<file path="src/rtl/edge_gen_pkg.sv">
// Shared types for the edge generator: FSM states, request decode, counter width.
// Optional counter outputs are enabled with the EDGE_GEN_CNT_EN macro.
package edge_gen_pkg;

    typedef enum logic [1:0] {GEN_IDLE, GEN_HOLD, GEN_HOLD_PEND} gen_state_e;
    typedef enum logic [1:0] {REQ_NONE, REQ_RISE, REQ_FALL, REQ_BOTH} edge_req_e;

    localparam int unsigned EDGE_CNT_W = 16;

    // Rise in bit 0 and fall in bit 1 map directly onto edge_req_e.
    function automatic edge_req_e decode_req(input logic rise, input logic fall);
        return edge_req_e'({fall, rise});
    endfunction

endpackage

</file>
<file path="src/rtl/edge_generator_if.sv">
// Request/level bundle between a requester (master) and edge_generator (slave).
// Signals: rise_req_i, fall_req_i (requests); level_o, rising_edge_o,
// falling_edge_o, busy_o, drop_o (status); rise_cnt_o/fall_cnt_o when
// EDGE_GEN_CNT_EN is defined.
interface edge_generator_if;
    import edge_gen_pkg::*;

    logic rise_req_i;
    logic fall_req_i;
    logic level_o;
    logic rising_edge_o;
    logic falling_edge_o;
    logic busy_o;
    logic drop_o;
`ifdef EDGE_GEN_CNT_EN
    logic [EDGE_CNT_W-1:0] rise_cnt_o;
    logic [EDGE_CNT_W-1:0] fall_cnt_o;
`endif

`ifdef EDGE_GEN_CNT_EN
    modport master (output rise_req_i, fall_req_i,
                    input  level_o, rising_edge_o, falling_edge_o, busy_o, drop_o,
                           rise_cnt_o, fall_cnt_o);
    modport slave  (input  rise_req_i, fall_req_i,
                    output level_o, rising_edge_o, falling_edge_o, busy_o, drop_o,
                           rise_cnt_o, fall_cnt_o);
`else
    modport master (output rise_req_i, fall_req_i,
                    input  level_o, rising_edge_o, falling_edge_o, busy_o, drop_o);
    modport slave  (input  rise_req_i, fall_req_i,
                    output level_o, rising_edge_o, falling_edge_o, busy_o, drop_o);
`endif

endinterface

</file>
<file path="src/rtl/edge_hold_timer.sv">
// Minimum-hold down-counter: load sets MIN_HOLD-1, then counts down to 0.
// Ports: clk, reset (sync, active-high), load (edge issued),
// expired (count is 0), last (count is 1, reaching 0 next cycle unless reloaded).
module edge_hold_timer #(
    parameter int unsigned MIN_HOLD = 4
) (
    input  logic clk,
    input  logic reset,
    input  logic load,
    output logic expired,
    output logic last
);

    localparam int unsigned CNT_W = ($clog2(MIN_HOLD + 1) > 1) ? $clog2(MIN_HOLD + 1) : 1;
    localparam logic [CNT_W-1:0] LOAD_VAL = CNT_W'(MIN_HOLD - 1);

    logic [CNT_W-1:0] cnt_q;

    // Load wins over decrement; zero is sticky until the next load.
    always_ff @(posedge clk) begin
        if (reset) begin
            cnt_q <= '0;
        end else if (load) begin
            cnt_q <= LOAD_VAL;
        end else if (cnt_q != '0) begin
            cnt_q <= cnt_q - CNT_W'(1);
        end
    end

    assign expired = (cnt_q == '0);
    assign last    = (cnt_q == CNT_W'(1));

endmodule

</file>
<file path="src/rtl/edge_generator.sv">
// Turns one-cycle rise/fall request pulses into a level with a minimum hold
// time between edges, one buffered request, and per-edge strobes.
// Ports: clk, reset (sync, active-high), bus (edge_generator_if.slave).
// Optional: EDGE_GEN_CNT_EN adds saturating rise/fall edge counters.
module edge_generator
    import edge_gen_pkg::*;
#(
    parameter int unsigned MIN_HOLD    = 4,
    parameter logic        RESET_LEVEL = 1'b0
) (
    input  logic              clk,
    input  logic              reset,
    edge_generator_if.slave   bus
);

    gen_state_e state_q, state_n;
    edge_req_e  req;
    logic       level_q, rise_q, fall_q, busy_q, drop_q;
    logic       want_vld, want_lvl, pend;
    logic       issue, cancel, set_pend, pend_n, hold_n;
    logic       expired, last;

    edge_hold_timer #(.MIN_HOLD(MIN_HOLD)) u_timer (
        .clk     (clk),
        .reset   (reset),
        .load    (issue),
        .expired (expired),
        .last    (last)
    );

    // Request evaluation against current level and any buffered request.
    always_comb begin
        issue    = 1'b0;
        cancel   = 1'b0;
        set_pend = 1'b0;
        req      = decode_req(bus.rise_req_i, bus.fall_req_i);
        want_vld = (req == REQ_RISE) || (req == REQ_FALL);
        want_lvl = (req == REQ_RISE);
        pend     = (state_q == GEN_HOLD_PEND);
        if (pend) begin
            // Asking for the current level again undoes the buffered edge.
            if (want_vld && (want_lvl == level_q)) begin
                cancel = 1'b1;
            end else if (expired) begin
                issue = 1'b1;
            end
        end else if (want_vld && (want_lvl != level_q)) begin
            if (expired) begin
                issue = 1'b1;
            end else begin
                set_pend = 1'b1;
            end
        end
        pend_n  = (pend && !cancel && !issue) || set_pend;
        // Hold counter nonzero next cycle?
        hold_n  = issue ? (MIN_HOLD > 1) : (!expired && !last);
        state_n = pend_n ? GEN_HOLD_PEND : (hold_n ? GEN_HOLD : GEN_IDLE);
    end

    // State, level and registered status outputs.
    always_ff @(posedge clk) begin
        if (reset) begin
            state_q <= GEN_IDLE;
            level_q <= RESET_LEVEL;
            rise_q  <= 1'b0;
            fall_q  <= 1'b0;
            busy_q  <= 1'b0;
            drop_q  <= 1'b0;
        end else begin
            state_q <= state_n;
            busy_q  <= (state_n != GEN_IDLE);
            drop_q  <= (req == REQ_BOTH);
            rise_q  <= issue && !level_q;
            fall_q  <= issue && level_q;
            if (issue) begin
                level_q <= ~level_q;
            end
        end
    end

    assign bus.level_o        = level_q;
    assign bus.rising_edge_o  = rise_q;
    assign bus.falling_edge_o = fall_q;
    assign bus.busy_o         = busy_q;
    assign bus.drop_o         = drop_q;

`ifdef EDGE_GEN_CNT_EN
    logic [EDGE_CNT_W-1:0] rise_cnt_q, fall_cnt_q;

    // Saturating counts of issued edges only.
    always_ff @(posedge clk) begin
        if (reset) begin
            rise_cnt_q <= '0;
            fall_cnt_q <= '0;
        end else if (issue) begin
            if (!level_q && (rise_cnt_q != '1)) begin
                rise_cnt_q <= rise_cnt_q + EDGE_CNT_W'(1);
            end
            if (level_q && (fall_cnt_q != '1)) begin
                fall_cnt_q <= fall_cnt_q + EDGE_CNT_W'(1);
            end
        end
    end

    assign bus.rise_cnt_o = rise_cnt_q;
    assign bus.fall_cnt_o = fall_cnt_q;
`endif

endmodule
</file>
<file path="src/flat_wrapper.sv">
// flat-port wrapper written by rule: the top's interface ports become plain ports
module edge_generator_flat import edge_gen_pkg::*;
#(
    parameter int unsigned MIN_HOLD    = 4,
    parameter logic        RESET_LEVEL = 1'b0
)
  (clk, reset, bus_rise_req_i, bus_fall_req_i, bus_level_o, bus_rising_edge_o, bus_falling_edge_o, bus_busy_o, bus_drop_o);
  edge_generator_if bus_i ();
  input  logic clk;
  input  logic reset;
  input wire logic [$bits(bus_i.rise_req_i)-1:0] bus_rise_req_i;
  input wire logic [$bits(bus_i.fall_req_i)-1:0] bus_fall_req_i;
  output wire logic [$bits(bus_i.level_o)-1:0] bus_level_o;
  output wire logic [$bits(bus_i.rising_edge_o)-1:0] bus_rising_edge_o;
  output wire logic [$bits(bus_i.falling_edge_o)-1:0] bus_falling_edge_o;
  output wire logic [$bits(bus_i.busy_o)-1:0] bus_busy_o;
  output wire logic [$bits(bus_i.drop_o)-1:0] bus_drop_o;
  assign bus_i.rise_req_i = bus_rise_req_i;
  assign bus_i.fall_req_i = bus_fall_req_i;
  assign bus_level_o = bus_i.level_o;
  assign bus_rising_edge_o = bus_i.rising_edge_o;
  assign bus_falling_edge_o = bus_i.falling_edge_o;
  assign bus_busy_o = bus_i.busy_o;
  assign bus_drop_o = bus_i.drop_o;
  edge_generator #(.MIN_HOLD(MIN_HOLD), .RESET_LEVEL(RESET_LEVEL)) u_core (.clk(clk), .reset(reset), .bus(bus_i));
endmodule
</file>
<file path="config.mk">
export PLATFORM = sky130hd
export DESIGN_NAME = edge_generator_flat
export DESIGN_NICKNAME = d
export VERILOG_FILES = /design/src/rtl/edge_gen_pkg.sv /design/src/rtl/edge_generator_if.sv /design/src/rtl/edge_hold_timer.sv /design/src/rtl/edge_generator.sv /design/src/flat_wrapper.sv
export SDC_FILE = /design/constraint.sdc
export NUM_CORES = 1
export LEC_CHECK = 0
export BUFFER_PORTS_ARGS = -buffer_cell sky130_fd_sc_hd__buf_2
export CORE_AREA = 2 2 39 41
export CTS_BUF_LIST = sky130_fd_sc_hd__clkbuf_8
export DETAILED_ROUTE_END_ITERATION = 8
export DIE_AREA = 0 0 41 43
export SYNTH_ARGS = -nofsm -noshare
export SYNTH_HDL_FRONTEND = slang
export SYNTH_HIERARCHICAL = 1
export SYNTH_SLANG_ARGS = --single-unit
export TNS_END_PERCENT = 1
</file>
<file path="constraint.sdc">
create_clock -name clk -period 2.9 [get_ports clk]
set_input_delay 0.58 -clock clk [delete_from_list [all_inputs] [get_ports clk]]
set_output_delay 0.58 -clock clk [all_outputs]
set_load 0.02 [all_outputs]
</file>
==> flow_metrics.py <==
metrics = {
    "run_status": {
        "outcome": "finished, final reports clean",
    },
    "pwr": {
        "leakage_nw": 0.2819,
        "peakVddDrop_v": 0.0004180,
        "p_per_area_nw_per_um2": 1011,
    },
    "synthesis": {
        "synth_largest_area_cell": "dfxtp_1",
        "ys_seq_area_share_pct": 37.30,
        "syn_area_um2": 536.8,
        "ys_warn_count": 6,
        "synth.area.top_cells": "dfxtp_1 37%, ha_1 12%, nor2b_1 5.8%",
        "synthCells": 58,
        "syn_avg_cell_area_um2": 9.255,
        "synth_cell_types": 27,
        "synth_seq_cells": 10,
        "synth.net_count": 67,
        "yosysTopAreaCellShare_pct": 37.30,
    },
    "grt": {
        "grt_pass1_wl_um": 1752,
        "track_usage_pct": 15.28,
        "antenna_found_initial": 0,
        "grt_pass1_vias": 402,
        "grt_max_degree": 15,
        "grt-ovfl-total": 0,
    },
    "cts": {
        "cts_tree": "built",
        "cts_hold_buf": 0,
        "post_cts_buffers": 0,
        "clock_latency_ns": 0.23,
        "htree_levels": 1,
        "clock_tree.buffer_depth": 2,
        "cts_resized": 0,
        "clkTransAtPathRegs_ns": 0.05,
        "clock_sinks": 10,
        "cts-root-buf": "clkbuf_8",
        "numCtsBuffers": 3,
    },
    "setup_path": {
        "cp.arrival_ns": 2.12,
        "path_max_fanout": 8,
        "startpoint_type": "flop",
        "path_class": "reg2reg",
        "cp_data_required_time_ns": 3.05,
        "cp-end-kind": "flop",
    },
    "drt": {
        "routed.top_layer": "met4",
        "dr.pass1.iters": 3,
        "wl_met1_um": 452,
        "drtAntennaViolNets": 0,
        "avgRoutedWirePerCell_um": 12.07,
        "wl_met2_um": 510,
        "drc": 0,
        "wl_met3_um": 42,
        "routed_via_density": 5.167,
        "drtIter0Drc": 3,
        "wl_um": 1014,
        "route.vias.total": 434,
    },
    "place": {
        "placed_cell_area_um2": 586.8,
        "dp_hpwl_um": 774.6,
        "port_buffers": 8,
        "gp_congestion": 0.7406,
    },
    "floorplan": {
        "placeableCoreArea_um2": 1384,
        "die-area_um2": 1763,
        "io_pins": 9,
        "die_w_um": 41,
        "die-height_um": 43,
        "placementRows": 14,
        "start_util_pct": 38.79,
    },
    "sta": {
        "period_needed_ns": 1.971,
        "setup_viol": 0,
        "fin_crit_sh_pct": 67.95,
        "hold_viol_final": 0,
        "maxSlewViolCount": 0,
        "relSlewSlack_pct": 62.23,
        "tightest_slew_ns": 0.5622,
        "setup_tns_ns": 0,
        "rsz0062_at_grt": "no",
        "fmaxAchievable_mhz": 507.5,
        "fin_skew_ns": 0.0009726,
    },
    "hold_path": {
        "min_path_type": "reg2reg",
    },
    "final_layout": {
        "layout-drive-gt1-share_pct": 22.06,
        "antenna_cells": 0,
        "final_area_um2": 641.9,
        "layout_common_cells": "10 x dfxtp_1, 8 x buf_2, 7 x inv_1, 5 x nor2b_1, 5 x ha_1",
        "final_common_cell": "dfxtp_1",
        "area_delta_synth_final_pct": 19.58,
        "nets": 78,
    },
    "run": {
        "cap_violations": 0,
    },
}
==> critical path, cell delays in order, from the launching register on <==
cell      delay, ns
dfxtp_1        0.34
inv_1          0.09
ha_1           0.19
nand2b_1       0.12
inv_1          0.19
inv_1          0.10
nor3_1         0.50
nor4b_1        0.12
a311oi_1       0.24
==> kinds of logic (layout without fill, tap and decap cells) <==
kind of cell	count (synthesis)	after routing	synth area share (%)
adders and majority gates	5	5	11.66
DFF	10	10	37.30
xor gates and xnor gates	1	1	1.632
and+or+nand+nor	24	24	28.67
AOI/OAI and AO/OA	9	9	13.99
buffers and inverters	9	19	6.761
==> final cells by class <==
| type | instances | area, µm² |
|---|---|---|
| clock buffers | 4 | 55.05 |
| fillers | 141 | 742.0 |
| inverters | 7 | 26.28 |
| multi-input cells | 39 | 300.3 |
| flip-flops and latches | 10 | 200.2 |
| well taps | 16 | 20.02 |
| repair buffers | 8 | 40.04 |
==> sequential cells by signal, summed over array words and instances (netlist names) <==
signal	cells
u_core/u_timer/cnt_q	3
u_core/bus.falling_edge_o	1
u_core/state_q	2
u_core/bus.rising_edge_o	1
u_core/bus.drop_o	1
u_core/bus.busy_o	1
u_core/bus.level_o	1
==> layer usage <==
metal  vias to the layer above  track usage (%)
li1                        226                -
met1                       200            18.06
met2                         6            21.56
met3                         2            4.712
met4                         0            12.00
met5                         -                0
==> stage by stage <==
stage / setup slack [ns] / hold WS, ns / cells / utilization (%) / total power, W
CTS: 0.9070 / 0.4937 / 84 / 46.38 / 0.0006624
floorplan: 0.9216 / 0.5451 / 58 / - / 0.0004197
finish: 0.9295 / 0.4860 / 84 / 46.38 / 0.0006487
global route: 0.6465 / 0.5354 / 84 / 46.38 / 0.0007097
global placement: 0.7250 / 0.4883 / 80 / 42.41 / 0.0004739
detailed placement: 0.6733 / 0.4860 / 80 / 42.41 / 0.0004818
==> Yosys cell counts (all sizes together) <==
master	n
or3b	1
nand2	2
o31ai	1
a211oi	2
or4	1
nor2b	5
and2	1
inv	7
nor3	1
buf	2
dfxtp	10
a21oi	1
nor2	1
xor2	1
o32a	1
or2b	2
nor4b	2
o32ai	1
or3	1
or2	1
a311oi	1
ha	5
nand2b	3
a31oi	1
nor4	3
o41ai	1
==> path summary, 6_finish.rpt <==
| check | endpoint | start | cells past startpoint | slack, ns |
|---|---|---|---|---|
| hold / removal | u_core/bus.falling_edge_o | u_core/bus.level_o | 2 | 0.49 |
| hold reg to reg | u_core/bus.falling_edge_o | u_core/bus.level_o | 2 | 0.49 |
| setup / recovery | u_core/u_timer/cnt_q[1] | u_core/u_timer/cnt_q[0] | 8 | 0.93 |
| setup reg to reg | u_core/u_timer/cnt_q[1] | u_core/u_timer/cnt_q[0] | 8 | 0.93 |
==> where the power goes <==
part | switching, W | internal [W]
Sequential | 0.0000284 | 0.000180
Clock | 0.0000532 | 0.000119
Combinational | 0.000150 | 0.000118
Total | 0.000232 | 0.000417
Note: power is estimated with default switching activity, not from simulation.
